[config.mk]
export PLATFORM = sky130hd
export DESIGN_NAME = serial_shifter_flat
export DESIGN_NICKNAME = d
export VERILOG_FILES = /design/src/rtl/serial_shifter_if.sv /design/src/rtl/serial_shifter.sv /design/src/flat_wrapper.sv
export SDC_FILE = /design/constraint.sdc
export NUM_CORES = 1
export LEC_CHECK = 0
export CAP_MARGIN = 20
export CELL_PAD_IN_SITES_DETAIL_PLACEMENT = 1
export CELL_PAD_IN_SITES_GLOBAL_PLACEMENT = 2
export CORE_MARGIN = 2
export CORE_UTILIZATION = 34
export CTS_CLUSTER_SIZE = 24
export DETAILED_ROUTE_END_ITERATION = 8
export PLACE_DENSITY_LB_ADDON = 0.1
export SYNTH_ARGS = -nofsm -noshare
export SYNTH_HDL_FRONTEND = slang
export SYNTH_SLANG_ARGS = --single-unit
[constraint.sdc]
create_clock -name clk -period 3.07 [get_ports clk]
set_input_delay 0.4605 -clock clk [delete_from_list [all_inputs] [get_ports clk]]
set_output_delay 0.4605 -clock clk [all_outputs]
set_load 0.01 [all_outputs]
[src/rtl/serial_shifter_if.sv]
// Request/response bundle for serial_shifter: input handshake with operand and mode,
// output handshake with result.
interface serial_shifter_if #(
    parameter int unsigned WIDTH = 8
);
    localparam int unsigned SHW = $clog2(WIDTH);

    logic             in_valid;
    logic             in_ready;
    logic [WIDTH-1:0] din;
    logic [SHW-1:0]   shamt;
    logic             a_l;
    logic             l_r;
    logic             out_valid;
    logic             out_ready;
    logic [WIDTH-1:0] dout;

    modport master (
        output in_valid, din, shamt, a_l, l_r, out_ready,
        input  in_ready, out_valid, dout
    );

    modport slave (
        input  in_valid, din, shamt, a_l, l_r, out_ready,
        output in_ready, out_valid, dout
    );
endinterface

[src/rtl/serial_shifter.sv]
// Multi-cycle shifter: one bit position per clock, valid/ready on request and result.
// Mode encoding {a_l, l_r} matches the combinational barrel shifter.
module serial_shifter #(
    parameter int unsigned  WIDTH = 8,
    localparam int unsigned SHW   = $clog2(WIDTH)
) (
    input  logic              clk,
    input  logic              rst_n,
    serial_shifter_if.slave   bus,
    output logic              busy,
    output logic [7:0]        op_cnt
);

    typedef enum logic [1:0] {StIdle, StShift, StDone} state_e;

    state_e           state_q, state_d;
    logic [WIDTH-1:0] data_q, data_d;
    logic [WIDTH-1:0] dout_q, dout_d;
    logic [SHW-1:0]   cnt_q, cnt_d;
    logic [1:0]       mode_q, mode_d;  // {a_l, l_r}
    logic [7:0]       op_cnt_q, op_cnt_d;
    logic             in_ready_q, in_ready_d;
    logic [WIDTH-1:0] shifted;

    always_comb begin
        if (!mode_q[0]) begin
            shifted = {data_q[WIDTH-2:0], 1'b0};
        end else if (mode_q[1]) begin
            shifted = {1'b0, data_q[WIDTH-1:1]};
        end else begin
            shifted = {data_q[WIDTH-1], data_q[WIDTH-1:1]};
        end
    end

    always_comb begin
        state_d  = state_q;
        data_d   = data_q;
        dout_d   = dout_q;
        cnt_d    = cnt_q;
        mode_d   = mode_q;
        op_cnt_d = op_cnt_q;
        unique case (state_q)
            StIdle: begin
                if (bus.in_valid && in_ready_q) begin
                    data_d = bus.din;
                    cnt_d  = bus.shamt;
                    mode_d = {bus.a_l, bus.l_r};
                    if (bus.shamt == '0) begin
                        state_d = StDone;
                        dout_d  = bus.din;
                    end else begin
                        state_d = StShift;
                    end
                end
            end
            StShift: begin
                data_d = shifted;
                cnt_d  = cnt_q - SHW'(1);
                if (cnt_q == SHW'(1)) begin
                    state_d = StDone;
                    dout_d  = shifted;
                end
            end
            StDone: begin
                if (bus.out_ready) begin
                    state_d  = StIdle;
                    op_cnt_d = op_cnt_q + 8'd1;
                end
            end
            default: state_d = StIdle;
        endcase
        // Registered so in_ready stays low until the first edge after reset release.
        in_ready_d = (state_d == StIdle);
    end

    always_ff @(posedge clk or negedge rst_n) begin
        if (!rst_n) begin
            state_q    <= StIdle;
            data_q     <= '0;
            dout_q     <= '0;
            cnt_q      <= '0;
            mode_q     <= '0;
            op_cnt_q   <= '0;
            in_ready_q <= 1'b0;
        end else begin
            state_q    <= state_d;
            data_q     <= data_d;
            dout_q     <= dout_d;
            cnt_q      <= cnt_d;
            mode_q     <= mode_d;
            op_cnt_q   <= op_cnt_d;
            in_ready_q <= in_ready_d;
        end
    end

    assign bus.in_ready  = in_ready_q;
    assign bus.out_valid = (state_q == StDone);
    assign bus.dout      = dout_q;
    assign busy          = (state_q != StIdle);
    assign op_cnt        = op_cnt_q;

endmodule

[src/flat_wrapper.sv]
// flat-port wrapper written by rule: the top's interface ports become plain ports
module serial_shifter_flat 
#(
    parameter int unsigned  WIDTH = 8,
    localparam int unsigned SHW   = $clog2(WIDTH)
)
  (clk, rst_n, busy, op_cnt, bus_in_valid, bus_din, bus_shamt, bus_a_l, bus_l_r, bus_out_ready, bus_in_ready, bus_out_valid, bus_dout);
  serial_shifter_if #(.WIDTH(WIDTH)) bus_i ();
  input  logic clk;
  input  logic rst_n;
  output logic busy;
  output logic [7:0] op_cnt;
  input wire logic [$bits(bus_i.in_valid)-1:0] bus_in_valid;
  input wire logic [$bits(bus_i.din)-1:0] bus_din;
  input wire logic [$bits(bus_i.shamt)-1:0] bus_shamt;
  input wire logic [$bits(bus_i.a_l)-1:0] bus_a_l;
  input wire logic [$bits(bus_i.l_r)-1:0] bus_l_r;
  input wire logic [$bits(bus_i.out_ready)-1:0] bus_out_ready;
  output wire logic [$bits(bus_i.in_ready)-1:0] bus_in_ready;
  output wire logic [$bits(bus_i.out_valid)-1:0] bus_out_valid;
  output wire logic [$bits(bus_i.dout)-1:0] bus_dout;
  assign bus_i.in_valid = bus_in_valid;
  assign bus_i.din = bus_din;
  assign bus_i.shamt = bus_shamt;
  assign bus_i.a_l = bus_a_l;
  assign bus_i.l_r = bus_l_r;
  assign bus_i.out_ready = bus_out_ready;
  assign bus_in_ready = bus_i.in_ready;
  assign bus_out_valid = bus_i.out_valid;
  assign bus_dout = bus_i.dout;
  serial_shifter #(.WIDTH(WIDTH)) u_core (.clk(clk), .rst_n(rst_n), .bus(bus_i), .busy(busy), .op_cnt(op_cnt));
endmodule
==> flow_metrics.py, run 1 <==
metrics = {
    "route": {
        "routed_wl_um": 3747,
        "ant_nets": 0,
        "wl_met3_um": 179,
        "wl_per_cell_um": 16.15,
        "dr_total_vias": 1187,
        "drt-pass1-iter-count": 4,
        "drt-initial-drc-count": 53,
        "routed.top_layer": "met4",
        "drc": 0,
        "viasPerCell": 5.116,
        "met1_length_um": 1709,
        "wl_met2_um": 1813,
    },
    "layout": {
        "finalNetCount": 202,
        "drive_gt1_frac": 0.1222,
        "num_antenna_cells": 0,
        "area.growth.synth_to_final_pct": 29.40,
        "n_fill_cell": 480,
    },
    "clock_network": {
        "cts.sinks": 32,
        "clk_latency_ps": 280,
        "cts_max_level": 2,
        "cts_tree": "done",
        "clk_pin_slew_worst_paths_ps": 60,
        "clockBufferDepth": 2,
        "postCtsSetupRepairBufs": 0,
        "cts_hold_buf": 0,
        "clk_root_buffer_cell": "clkbuf_8",
        "cts_resized": 0,
        "cts_made_buffers": 5,
    },
    "die": {
        "coreArea_um2": 4444,
        "initial_core_util": 0.3581,
        "rows": 24,
        "fp.dieW_um": 72.42,
        "die-area_um2": 5244,
        "pin_count": 36,
        "die_h_um": 72.42,
    },
    "placement": {
        "pre_cts_slack_ps": 1044,
        "dp_hpwl_um": 2715,
        "gp_congestion": 0.7717,
        "io_buffers": 35,
    },
    "global_routing": {
        "antenna_found_initial": 0,
        "grt_overflow": 0,
        "gr-usage-all-layers": 0.1607,
        "grt_max_degree": 33,
        "grt_pass1_vias": 1314,
        "grt_pass1_wl_um": 6472,
    },
    "worst_hold_path": {
        "min_path_type": "reg -> reg",
    },
    "worst_setup_path": {
        "critPathCaptureType": "output pin",
        "critical_path_required_ps": 2610,
        "crit_type": "reg -> out",
        "path_max_fanout": 8,
        "arrival_ps": 1770,
        "cp-start-kind": "register",
    },
    "logic_synthesis": {
        "yosys_warnings": 0,
        "yosys_most_used_dff": "dfrtp_1",
        "avgSynthCellArea_um2": 11.05,
        "syn_inst": 144,
        "synth_edf_count": 0,
        "yosysSeqAreaShare": 0.5031,
        "synth_fp_nets": 164,
        "async_reset_ff_frac": 1.000,
        "synth.distinct_cells": 38,
        "syn-cell-area_um2": 1592,
        "ys_ff_latch": 32,
    },
    "sta": {
        "worst_pin_slew_ps": 548.0,
        "fmax_ghz": 0.4492,
        "timing.hold.ws_ps": 470.3,
        "slew_viol_final": 0,
        "rsz0062_at_grt": "no",
        "final_hold_viol_count": 0,
        "min_period_ps": 2226,
        "finalSetupTns_ps": 0,
        "period_share": 0.7251,
        "worst_slack_ps": 843.9,
        "setup_viol": 0,
        "finClkSkew_ps": 2.338,
        "slew_headroom": 0.6318,
    },
    "outcome": {
        "outcome": "finished clean",
    },
    "pwr": {
        "ir_drop_mv": 0.3558,
        "leakagePower_nw": 0.9884,
        "power_density_nw_per_um2": 973.8,
    },
    "job": {
        "drv_cap": 0,
    },
}
cell families (layout without fill, tap and decap cells):
family | Yosys count | count (layout) | synth area share
and+or+nand+nor | 42 | 42 | 0.1486
muxes | 22 | 22 | 0.1439
adders and majority gates | 3 | 3 | 0.02359
xor gates and xnor gates | 8 | 8 | 0.04403
AOI/OAI and AO/OA | 19 | 19 | 0.08883
DFF | 32 | 32 | 0.5031
buffers and inverters | 18 | 54 | 0.04795
worst paths after layout:
check,startpoint,endpoint,slack (ps),cells after the start
min in group asynchronous,rst_n,u_core.cnt_q[2],590,2
hold / removal,u_core.op_cnt[7],u_core.op_cnt[7],470,1
setup / recovery,u_core.state_q[0],bus_out_valid,840,3
setup reg to reg,u_core.state_q[0],u_core.cnt_q[0],1460,3
max in group asynchronous,rst_n,u_core.op_cnt[1],2170,2
hold reg to reg,u_core.op_cnt[7],u_core.op_cnt[7],470,1
sequential cells by signal (all words and copies together) (netlist names):
| register | flops |
|---|---|
| u_core.bus.dout | 8 |
| u_core.mode_q | 2 |
| u_core.op_cnt | 8 |
| u_core.bus.in_ready | 1 |
| u_core.data_q | 8 |
| u_core.state_q | 2 |
| u_core.cnt_q | 3 |
synthesized netlist by cell type, types with 2 or more instances:
master	instances	area share
a211oi_1	2	0.0094
buf_4	2	0.0094
clkbuf_1	3	0.0071
dfrtp_1	32	0.50
ha_1	3	0.024
inv_1	11	0.026
mux2_2	6	0.042
mux2i_1	15	0.094
nand2_1	14	0.033
nand2b_1	2	0.0079
nand3_1	9	0.028
nor2_1	2	0.0047
nor3_1	4	0.013
nor4_2	2	0.016
o21ai_1	8	0.025
xnor2_1	2	0.011
xor2_1	6	0.033
stage by stage:
step	std cells	instance area, µm²	util	power, mW
final	232	2059	0.4634	2.005
after global routing	232	2059	0.4634	2.180
after CTS	232	2059	0.4634	2.052
after detailed placement	227	1991	0.4479	1.751
after global placement	227	1991	0.4479	1.708
after floorplan	144	1592	-	1.369
where the power goes:
part	internal [mW]	switching (mW)	total, mW
Sequential	0.605	0.159	0.764
Combinational	0.491	0.463	0.955
Clock	0.146	0.141	0.287
Total	1.24	0.763	2.01
per-layer routing:
metal	global-route usage	vias to the layer above
met3	0.05417	6
met4	0.04321	0
met2	0.2701	26
met5	0	-
li1	-	572
met1	0.1981	583
cell usage in the layout (no fill, tap or decap):
cell / instances
xor2_1: 6
clkdlybuf4s50_1: 35
inv_2: 1
o22ai_1: 1
nand2_1: 14
mux2_1: 1
mux2i_1: 15
nand3b_1: 1
inv_1: 11
xnor2_1: 2
and4b_1: 1
ha_1: 3
nand4bb_1: 1
o31ai_2: 1
nor4bb_1: 1
o21ai_1: 8
clkbuf_8: 5
a211oi_1: 2
nor2_2: 1
dfrtp_1: 32
nor2_1: 2
nand2b_1: 2
o221a_2: 1
a22oi_4: 1
a221o_1: 1
nor4_2: 2
nor2b_1: 1
or2_2: 1
nand3_1: 9
buf_4: 2
o31ai_1: 1
mux2_2: 6
and2b_4: 1
a21oi_1: 1
o21a_1: 1
nor3_1: 4
nand4_1: 1
o21ai_0: 1
worst max-delay path: stages (launching register included):
cell	delay (ps)
dfrtp_1	450
nand2b_1	350
inv_2	140
clkdlybuf4s50_1	550
area by class of cell:
| type | instances | area [µm²] | area share |
|---|---|---|---|
| Timing Repair Buffer | 37 | 365.4 | 0.1774 |
| Sequential cell | 32 | 800.8 | 0.3888 |
| Tap cell | 52 | 65.06 | 0.03159 |
| Clock buffer | 5 | 68.82 | 0.03341 |
| Multi-Input combinational cell | 94 | 714.4 | 0.3469 |
| Inverter | 12 | 45.04 | 0.02187 |
Power figures use the tool's default switching activity.
==> run 2, diff against run 1 <==
CORE_UTILIZATION = 28   (was 34)
clock period = 2 ns   (was 3.07 ns; I/O delays follow)
==> flow_metrics.py, run 2 (same netlist as run 1, synthesis figures left out) <==
metrics = {
    "outcome": {
        "outcome": "finished clean",
    },
    "sta": {
        "timing.hold.ws_ps": 426.6,
        "worst_pin_slew_ps": 469.3,
        "final_hold_viol_count": 0,
        "setup_viol": 0,
        "min_period_ps": 1865,
        "fmax_ghz": 0.5362,
        "slew_viol_final": 0,
        "slew_headroom": 0.6872,
        "period_share": 0.9325,
        "finalSetupTns_ps": 0,
        "rsz0062_at_grt": "no",
        "finClkSkew_ps": 3.759,
    },
    "worst_setup_path": {
        "rr_startpoint": "u_core.cnt_q[0]",
        "cp_slowest_cell": "clkdlybuf4s50_1",
        "critical_path_required_ps": 1700,
        "crit_path_start": "u_core.state_q[0]",
        "critPathCaptureType": "output pin",
        "slowest_delay_ps": 530,
        "arrival_ps": 1570,
        "cp_num_cells": 3,
        "crit_type": "reg -> out",
        "path_buf_inv": 2,
        "reg2reg_depth": 4,
        "cp-start-kind": "register",
        "cp_cell_sequence": "nand2b_1, inv_2, clkdlybuf4s50_1",
        "cp_top_family": "buffers and inverters",
        "path_max_fanout": 8,
    },
    "die": {
        "fp.dieW_um": 79.39,
        "die_h_um": 79.39,
        "coreArea_um2": 5507,
        "initial_core_util": 0.2890,
        "die-area_um2": 6303,
        "pin_count": 36,
        "rows": 27,
    },
    "global_routing": {
        "busiest_layer": "met2",
        "met1_usage": 0.1795,
        "grt_pass1_vias": 1329,
        "grt_overflow": 0,
        "gr-usage-all-layers": 0.1337,
        "grt_max_degree": 33,
        "use_met3": 0.03167,
        "grt_pass1_wl_um": 6465,
        "antenna_found_initial": 0,
        "use_met2": 0.2085,
    },
    "layout": {
        "drive_gt1_frac": 0.1444,
        "final_common_cell": "clkdlybuf4s50_1",
        "finalNetCount": 206,
        "final_area_um2": 2136,
        "num_antenna_cells": 0,
        "area.growth.synth_to_final_pct": 34.20,
        "final_cell_mix": "35 x clkdlybuf4s50_1, 32 x dfrtp_1, 15 x mux2i_1, 14 x nand2_1, 11 x inv_1",
    },
    "clock_network": {
        "clk_root_buffer_cell": "clkbuf_8",
        "clk_latency_ps": 280,
        "cts_tree": "done",
        "cts_resized": 0,
        "cts_hold_buf": 0,
        "cts.sinks": 32,
        "cts_max_level": 2,
        "clk_pin_slew_worst_paths_ps": 70,
        "clockBufferDepth": 2,
        "postCtsSetupRepairBufs": 0,
        "cts_made_buffers": 5,
    },
    "route": {
        "drt-initial-drc-count": 55,
        "dr_total_vias": 1189,
        "routed_wl_um": 3807,
        "ant_nets": 0,
        "drc": 0,
        "viasPerCell": 4.591,
        "wl_per_cell_um": 14.70,
        "drt-pass1-iter-count": 4,
    },
    "job": {
        "drv_cap": 0,
    },
    "placement": {
        "io_buffers": 35,
        "dpl-instance-area_um2": 2046,
        "dp_hpwl_um": 2716,
        "gp_congestion": 0.7494,
    },
    "pwr": {
        "p_int_mw": 1.996,
        "p_sw_mw": 1.196,
        "leakagePower_nw": 1.016,
        "switching_share": 0.3747,
        "clockPowerShare": 0.160,
        "power.total_mw": 3.192,
        "power_density_nw_per_um2": 1494,
        "p_seq_frac": 0.368,
        "pwr-share-comb": 0.472,
        "ir_drop_mv": 0.5341,
    },
    "worst_hold_path": {
        "min_path_type": "in -> async",
    },
}
run 2: cell count changes in the layout (fill, tap and decap cells not counted), sizes merged:
cell / delta
buf: +4
clkbuf: +3
run 2: path summary, 6_finish.rpt:
path / slack, ps / end
setup / recovery: 130 / bus_out_valid
max in group asynchronous: 1270 / u_core.bus.dout[4]
min in group clk: 470 / u_core.op_cnt[7]
hold / removal: 430 / u_core.bus.dout[7]
setup reg to reg: 390 / u_core.bus.dout[3]
hold reg to reg: 470 / u_core.op_cnt[7]
run 2: area by class of cell:
cell class	count	area (µm²)
clock buffer	8	90.09
fill	617	3371
inverter	12	45.04
sequential	32	800.8
timing repair buffer	41	395.4
multi-input combinational	94	714.4
tap	72	90.09
run 2: metal layers:
layer,up-vias,part of all wire,wire [µm]
met4,0,0.012,47
met3,5,0.039,148
met5,-,0,0
met1,580,0.47,1788
met2,24,0.48,1822
li1,580,-,-
run 2: stage by stage:
stage / instances / setup slack (ps) / utilization
after floorplan: 144 / 617.3 / -
after CTS: 259 / 102.1 / 0.3879
after global routing: 259 / 70.10 / 0.3879
final: 259 / 134.9 / 0.3879
after global placement: 251 / 253.2 / 0.3715
after detailed placement: 251 / 154.3 / 0.3715
run 2: power by group through the flow:
stage	registers [mW]	clock network (mW)	logic [mW]
after detailed placement	1.19	0	1.54
after CTS	1.18	0.535	1.54
after global placement	1.19	0	1.50
final	1.17	0.511	1.51
after floorplan	1.16	0	0.943
after global routing	1.23	0.569	1.68
